## config.mk

```make
export PLATFORM = sky130hd
export DESIGN_NAME = i2c_cmd_sequencer
export DESIGN_NICKNAME = d
export VERILOG_FILES = /design/src/rtl/i2c_cmd_sequencer.sv
export SDC_FILE = /design/constraint.sdc
export NUM_CORES = 1
export LEC_CHECK = 0
export ABC_AREA = 1
export BUFFER_PORTS_ARGS = -buffer_cell sky130_fd_sc_hd__buf_2
export CELL_PAD_IN_SITES_DETAIL_PLACEMENT = 1
export CELL_PAD_IN_SITES_GLOBAL_PLACEMENT = 1
export CORE_MARGIN = 3
export CORE_UTILIZATION = 41
export CTS_BUF_LIST = sky130_fd_sc_hd__clkbuf_16
export CTS_CLUSTER_DIAMETER = 200
export DETAILED_ROUTE_END_ITERATION = 10
export PLACE_DENSITY_LB_ADDON = 0.1
export SYNTH_ARGS = -nofsm -noshare
export SYNTH_HDL_FRONTEND = slang
export SYNTH_SLANG_ARGS = --single-unit
export TNS_END_PERCENT = 5
```

## constraint.sdc

```tcl
create_clock -name clk -period 1.65 [get_ports clk]
set_input_delay 0.0825 -clock clk [delete_from_list [all_inputs] [get_ports clk]]
set_output_delay 0.0825 -clock clk [all_outputs]
set_load 0.005 [all_outputs]
```

## src/rtl/i2c_cmd_sequencer.sv

```systemverilog
// rtl/i2c_cmd_sequencer.sv - queues host I2C commands and issues them to the i2c master one at a time
module i2c_cmd_sequencer #(
    parameter int DEPTH   = 4,
    parameter int TIMEOUT = 1024
) (
    input  logic                     clk,
    input  logic                     rst_n,
    input  logic                     cmd_valid,
    output logic                     cmd_ready,
    input  logic                     cmd_rw,
    input  logic [6:0]               cmd_addr,
    input  logic [7:0]               cmd_data,
    output logic                     rsp_valid,
    input  logic                     rsp_ready,
    output logic [7:0]               rsp_data,
    output logic [6:0]               m_addr,
    output logic [7:0]               m_data_in,
    output logic                     m_rw,
    output logic                     m_enable,
    input  logic [7:0]               m_data_out,
    input  logic                     m_ready,
    output logic                     busy,
    output logic [$clog2(DEPTH):0]   count,
    output logic                     err_timeout,
    input  logic                     err_clr
);
    localparam int CW = $clog2(DEPTH);
    localparam int TW = $clog2(TIMEOUT);
    localparam logic [TW:0] TLIM = (TW+1)'(TIMEOUT - 1);
    localparam logic [CW:0] FULL = (CW+1)'(DEPTH);

    typedef enum logic [2:0] {IDLE, LOAD, ACCEPT, BUSY, DONE} state_t;

    state_t        state;
    logic [15:0]   mem [DEPTH];
    logic [CW-1:0] wr_ptr;
    logic [CW-1:0] rd_ptr;
    logic [CW:0]   count_next;
    logic [TW:0]   timer;
    logic          push;
    logic          pop;

    // A read may not overwrite a response the host has not yet taken.
    assign push = cmd_valid && cmd_ready;
    assign pop  = (state == IDLE) && (count != '0) && m_ready &&
                  !(mem[rd_ptr][15] && rsp_valid);
    assign busy = (state != IDLE) || (count != '0);

    always_comb begin
        count_next = count;
        if (push && !pop)
            count_next = count + 1'b1;
        else if (pop && !push)
            count_next = count - 1'b1;
    end

    always_ff @(posedge clk) begin
        if (push)
            mem[wr_ptr] <= {cmd_rw, cmd_addr, cmd_data};
    end

    always_ff @(posedge clk or negedge rst_n) begin
        if (!rst_n) begin
            wr_ptr    <= '0;
            rd_ptr    <= '0;
            count     <= '0;
            cmd_ready <= 1'b1;
        end else begin
            if (push)
                wr_ptr <= wr_ptr + 1'b1;
            if (pop)
                rd_ptr <= rd_ptr + 1'b1;
            count     <= count_next;
            cmd_ready <= (count_next != FULL);
        end
    end

    // The popped entry sits just behind rd_ptr while in LOAD.
    always_ff @(posedge clk or negedge rst_n) begin
        if (!rst_n) begin
            state       <= IDLE;
            m_addr      <= '0;
            m_data_in   <= '0;
            m_rw        <= 1'b0;
            m_enable    <= 1'b0;
            rsp_valid   <= 1'b0;
            rsp_data    <= '0;
            err_timeout <= 1'b0;
            timer       <= '0;
        end else begin
            if (rsp_valid && rsp_ready)
                rsp_valid <= 1'b0;
            if (err_clr)
                err_timeout <= 1'b0;
            case (state)
                IDLE: begin
                    if (pop)
                        state <= LOAD;
                end
                LOAD: begin
                    {m_rw, m_addr, m_data_in} <= mem[rd_ptr - CW'(1)];
                    timer    <= '0;
                    m_enable <= 1'b1;
                    state    <= ACCEPT;
                end
                ACCEPT: begin
                    timer <= timer + 1'b1;
                    if (timer == TLIM) begin
                        m_enable    <= 1'b0;
                        err_timeout <= 1'b1;
                        state       <= IDLE;
                    end else if (!m_ready) begin
                        m_enable <= 1'b0;
                        state    <= BUSY;
                    end
                end
                BUSY: begin
                    timer <= timer + 1'b1;
                    if (timer == TLIM) begin
                        err_timeout <= 1'b1;
                        state       <= IDLE;
                    end else if (m_ready) begin
                        state <= DONE;
                    end
                end
                DONE: begin
                    if (m_rw) begin
                        rsp_data  <= m_data_out;
                        rsp_valid <= 1'b1;
                    end
                    state <= IDLE;
                end
                default: state <= IDLE;
            endcase
        end
    end
endmodule

```

* Word-level counts from Yosys, hierarchy flattened *
Memory sizes are Yosys's and may differ from the RTL's. A register that Yosys moved wholly into a read port is not among the register bits.
Cells that the tools add are included.

cells by class
  bitwise gates (word level) = 0
  add/subtract/negate cells = 6
  order comparisons = 0
  multiply operators = 0
  div/mod/pow operators = 0
  mux-type cells = 20
  eq/ne operators = 9
  shift-type cells = 0
  reduce and logical (&&, ||, !) cells = 22

operator list
  cell                                                                 number
  11-bit one-hot mux with 2 select lines                               1
  3-bit 2-to-1 mux                                                     7
  3-bit one-hot mux with 4 select lines                                1
  11-bit by 1-bit adder with 11-bit output (second input constant)     1
  11-bit by 10-bit == test with 1-bit output (second input constant)   1
  1-bit 2-to-1 mux                                                     10
  3-bit inequality test (second input constant)                        3
  1-bit logical AND                                                    8
  3-bit by 2-bit == test with 1-bit output (second input constant)     2
  3-bit nonzero test                                                   2
  2-bit by 1-bit adder with 2-bit output (second input constant)       2
  1-bit zero test                                                      4
  2-bit AND reduction                                                  2
  2-bit nonzero test                                                   2
  3-bit by 1-bit adder with 3-bit output (second input constant)       1
  3-bit by 1-bit == test with 1-bit output (second input constant)     1
  3-bit == test (second input constant)                                1
  3-bit zero test                                                      1
  3-bit AND reduction                                                  1
  3-bit by 1-bit subtractor with 3-bit output (second input constant)  1
  2-bit inequality test (second input constant)                        1
  1-bit one-hot mux with 2 select lines                                1
  2-bit OR reduction                                                   1
  2-bit by 1-bit subtractor with 2-bit output (second input constant)  1
  1-bit logical OR                                                     1

storage, ports and cells
  bits in read-only memories = 0
  RAM bits = 64
  bits in latches = 0
  memories kept = 1
  flip-flop bits (word level) = 33
  output and inout port bits = 32

memories
  name  depth  width  rd ports  clocked after memory_dff  write ports  RTL line  RTL
  mem   4      16     2         1                         1            35        logic [15:0] mem [DEPTH];

* Depth between registers and ports, before layout *
  depth in word-level cells = 8
  mapped depth = 14
  mapped depth without buffers = 12

* Worst setup path after synthesis *
Ideal clock, no wire load.

  kind = register to register
  start = register cmd_ready
  end = memory mem[0][0], enable pin
  period minus slack after synthesis = 1.780 ns
  path slack = -0.130 ns
  buffers on the path = 0
  library setup time = 0.389 ns
  arrival = 1.392 ns
  cell stages (with the launch flop) = 3
  cells stage by stage = dfstp_2 > nand2_1 > nor2_1

between the ends
  cells in the longest elaborated chain, start to end = 3

RTL lines
  what                                    RTL line  RTL
  from (decl)                             9         output logic cmd_ready,
  from (signal assigned)                  74        cmd_ready <= (count_next != FULL);
  1-bit logical AND                       44        assign push = cmd_valid && cmd_ready;
  1-bit 2-to-1 mux                        58        if (push)
  1-bit 2-to-1 mux (implied by the code)  59        mem[wr_ptr] <= {cmd_rw, cmd_addr, cmd_data};
  to (decl)                               35

Every way passes these cells.

* Final worst setup path *
  start = register timer[1]
  end = register state[1]

between the ends
  cells in the longest elaborated chain, start to end = 3
  elaborated cells between the ends (all ways) = 7
  classes of those cells = eq/ne: 3; mux: 3; reduce/logical: 1

RTL lines
  what                                                                          RTL line  RTL
  from (decl)                                                                   39        logic [TW:0] timer;
  from (signal assigned)                                                        107       timer <= timer + 1'b1;
  from (signal assigned)                                                        118       timer <= timer + 1'b1;
  11-bit by 10-bit == test with 1-bit output *                                  108, 119
  3-bit 2-to-1 mux, or another cell as far along                                119       if (timer == TLIM) begin
  3-bit one-hot mux with 4 select lines or 3-bit AND reduction (tied branches)  --
  to (signal assigned)                                                          98        state <= LOAD;
  to (signal assigned)                                                          111       state <= IDLE;
  to (signal assigned)                                                          121       state <= IDLE;
  to (decl)                                                                     34        state_t state;

Mark *: on every way between the ends. The rest lies on a longest branch, timed or not.
A chain may end at the register's enable or synchronous reset.

==> metrics.csv <==
metric,value,unit
CP endpoint kind,register,
Placed Area,5333,µm²
Tmin final,1.642,ns
clock-pin slew on the worst setup and hold paths,0.06,ns
PwrDens,1867,nW/µm²
first-pass GRT wire length,19030,µm
most frequent cells in the layout,"89 x nand2_1, 64 x edfxtp_1, 61 x buf_2",
fillers,1150,
max-cap viol count,0,
top-area cell type share of the netlist area,41.07,%
PortBufs,61,
FF-to-FF path depth,9,
CTS root buffer,clkbuf_16,
clock share of power,30.2,%
hpwl dp,7348,µm
Final nets,576,
post-synthesis mux area share,2.139,%
Rel. slew slack,65.07,%
global route overflow,0,
Simple-Gate Fraction of Synth Area,14.41,%
DR vias/cell,4.941,
Flop pwr share,36.1,%
Hold Crit Class,input pin to register,
CTS H-tree depth,4,
post-route antenna net violation count,0,
Synth Area in XOR/XNOR,0.7487,%
critical path class,register to register,
Clock Latency Late Sink,0.41,ns
synthesized flop and latch total,113,
Syn-to-layout area delta,34.92,%
R2R setup slack,0.008,ns
Final Cell Area,6314,µm²
DR WL/cell,16.68,µm
Core Area,10980,µm²
TritonCTS clock tree,done,
final setup fails,0,
hold endpoint,m_enable,
Sw Ratio,34.50,%
Clock Sinks,113,
via count,3414,
Syn Area/Cell,11.50,µm²
Max Clock Skew,0.006598,ns
"Max FO, Critical Path",7,
Cell Rows,38,
Die Y,112.8,µm
Synth Area in Compound Gates,8.797,%
fraction of layout cells with a size suffix above 1,28.49,%
Slew Limit Fails,0,
status,completed,
Detailed Route WL,11520,µm
"leading cell type in the layout, fill and taps excluded",nand2_1,
n_diodes,0,
"top cells by area, synth","edfxtp_1 41%, dfrtp_1 26%, nand2_1 7.2%, inv_1 2.7%, a21oi_1 2.7%",
first drt pass iteration count,4,
register area share after synthesis,67.30,%
Starting Density,42.61,%
Worst Setup Start Kind,register,
synthesized instance count,407,
Tot Pwr,0.01179,W
Ports,62,
logic gate share of total power,33.7,%
Final Hold Vio Count,0,
Tot GR Track Use,19.48,%
routability cong.,0.7873,
area share of fa/ha/maj cells after synthesis,2.139,%
Hold Path Cell Cnt,5,
Psw,0.004066,W
largest family of logic cells by synthesized area,simple AND/OR/NAND/NOR gates,
total CTS buffers,17,
vias in the first global route,3787,
clock tree buffer depth,2,
worst reg2reg path startpoint,timer[1],
fin crit share,99.52,%
peak supply drop,1.062,mV
"area leader, netlist",edfxtp_1,
FF-to-FF End,state[1],
RSZ-0062 raised after global routing,true,
initial antenna violation count,0,
WP data required,1.95,ns
WP data arrival,1.94,ns
Fmax achieved,609.0,MHz
Hold Crit Start,m_ready,
post-synthesis cell type count,41,
largest net degree at the start of global routing,22,
synthesized area,4679,µm²
width of the die,112.8,µm
die area,12730,µm²
syn_nets,445,
internal power,0.007719,W
Leak Pwr,2.726,nW
number of DRC markers in iteration 0,200,
Tightest Pin Transition,0.5240,ns
drt drc,0,
Yosys warnings,0,
worst max-delay path by stage:
stage                     end      start  slack, ns  cells after the start
finish               state[1]   timer[1]      0.008                      9
global route         state[1]   timer[1]      -0.07                      9
CTS                  state[1]   timer[0]       0.01                      9
detailed placement   state[1]   timer[0]     -0.001                      9
global placement     state[1]   timer[0]       0.08                      9
floorplan           mem[0][0]  cmd_ready      -0.13                      2
critical path: stages, from the launching register on:
cell	delay, ns
dfrtp_1	0.36
ha_2	0.21
nand2_2	0.08
nor2_4	0.12
nand2_2	0.10
nor2_4	0.15
nand2_4	0.09
nand3b_1	0.14
nand3_2	0.10
o21a_1	0.17
cells in the mapped netlist, drive strengths merged:
cell / number
a31oi: 9
edfxtp: 64
nand3b: 1
nor2: 36
a21oi: 25
dfrtp: 48
clkbuf: 2
mux2: 8
nor4: 1
inv: 36
a22o: 2
clkinv: 1
xnor2: 1
nor3: 4
o22ai: 3
xor2: 3
a221oi: 1
mux2i: 1
o21a: 1
o21ai: 26
nand3: 14
a22oi: 2
o211ai: 1
dfstp: 1
ha: 8
nand2: 97
buf: 8
o31ai: 1
o2bb2ai: 2
registers in the layout, summed over array words and instances (netlist names):
signal	cells
m_enable	1
wr_ptr	2
m_data_in	8
timer	11
rsp_data	8
cmd_ready	1
err_timeout	1
rd_ptr	2
m_rw	1
m_addr	7
count	3
state	3
rsp_valid	1
mem	64
per-stage QoR:
| step | worst slack [ns] | setup TNS (ns) | hold slack [ns] | utilization (%) | cells |
|---|---|---|---|---|---|
| final | 0.007868 | 0 | 0.06644 | 57.48 | 691 |
| after global routing | -0.07358 | -0.1666 | 0.09226 | 57.48 | 691 |
| after CTS | 0.01065 | 0 | 0.03712 | 56.39 | 680 |
| after detailed placement | -0.0009913 | -0.0009913 | 0.09856 | 48.55 | 620 |
| after global placement | 0.08453 | 0 | 0.08893 | 48.55 | 620 |
| after floorplan | -0.1302 | -8.330 | -0.2131 | - | 407 |
final cells by class:
cell class	instances	area, µm²	share of cell area [%]
clock buffer	17	425.4	6.738
clock inverter	15	157.7	2.497
inverter	37	141.4	2.239
multi-input combinational	247	1358	21.50
sequential	113	3151	49.90
tap	140	175.2	2.774
timing repair buffer	122	905.9	14.35
power by group through the flow:
stage               Combinational, W  Clock [W]  Sequential, W
floorplan                    0.00223          0        0.00427
global placement             0.00374          0        0.00426
detailed placement           0.00383          0        0.00430
CTS                          0.00392    0.00364        0.00426
global route                 0.00450    0.00377        0.00436
finish                       0.00397    0.00356        0.00425
what timing repair did:
action | 4_1_cts | 5_1_grt
hold buffers | 27 | 0
gates cloned | 0 | 0
resized for setup | 0 | 10
endpoints found under the hold margin | 92 | 0
setup buffers | 1 | 11
endpoints found under the setup margin | 1 | 8
pin swaps | 1 | 10
per-layer routing:
layer,vias up,track usage [%],wire length [µm]
li1,1658,-,-
met1,1676,23.07,4994
met2,68,33.97,5930
met3,12,5.401,465
met4,0,6.971,133
met5,-,0,0
kinds of logic (layout without fill, tap and decap cells):
logic type      count (synthesis)  after routing
fa+ha+maj                       8              8
xor+xnor                        4              4
simple gates                  153            153
compound gates                 73             73
mux                             9              9
flops                         113            113
buf+inv                        47            191
(Power assumes the default switching activity.)
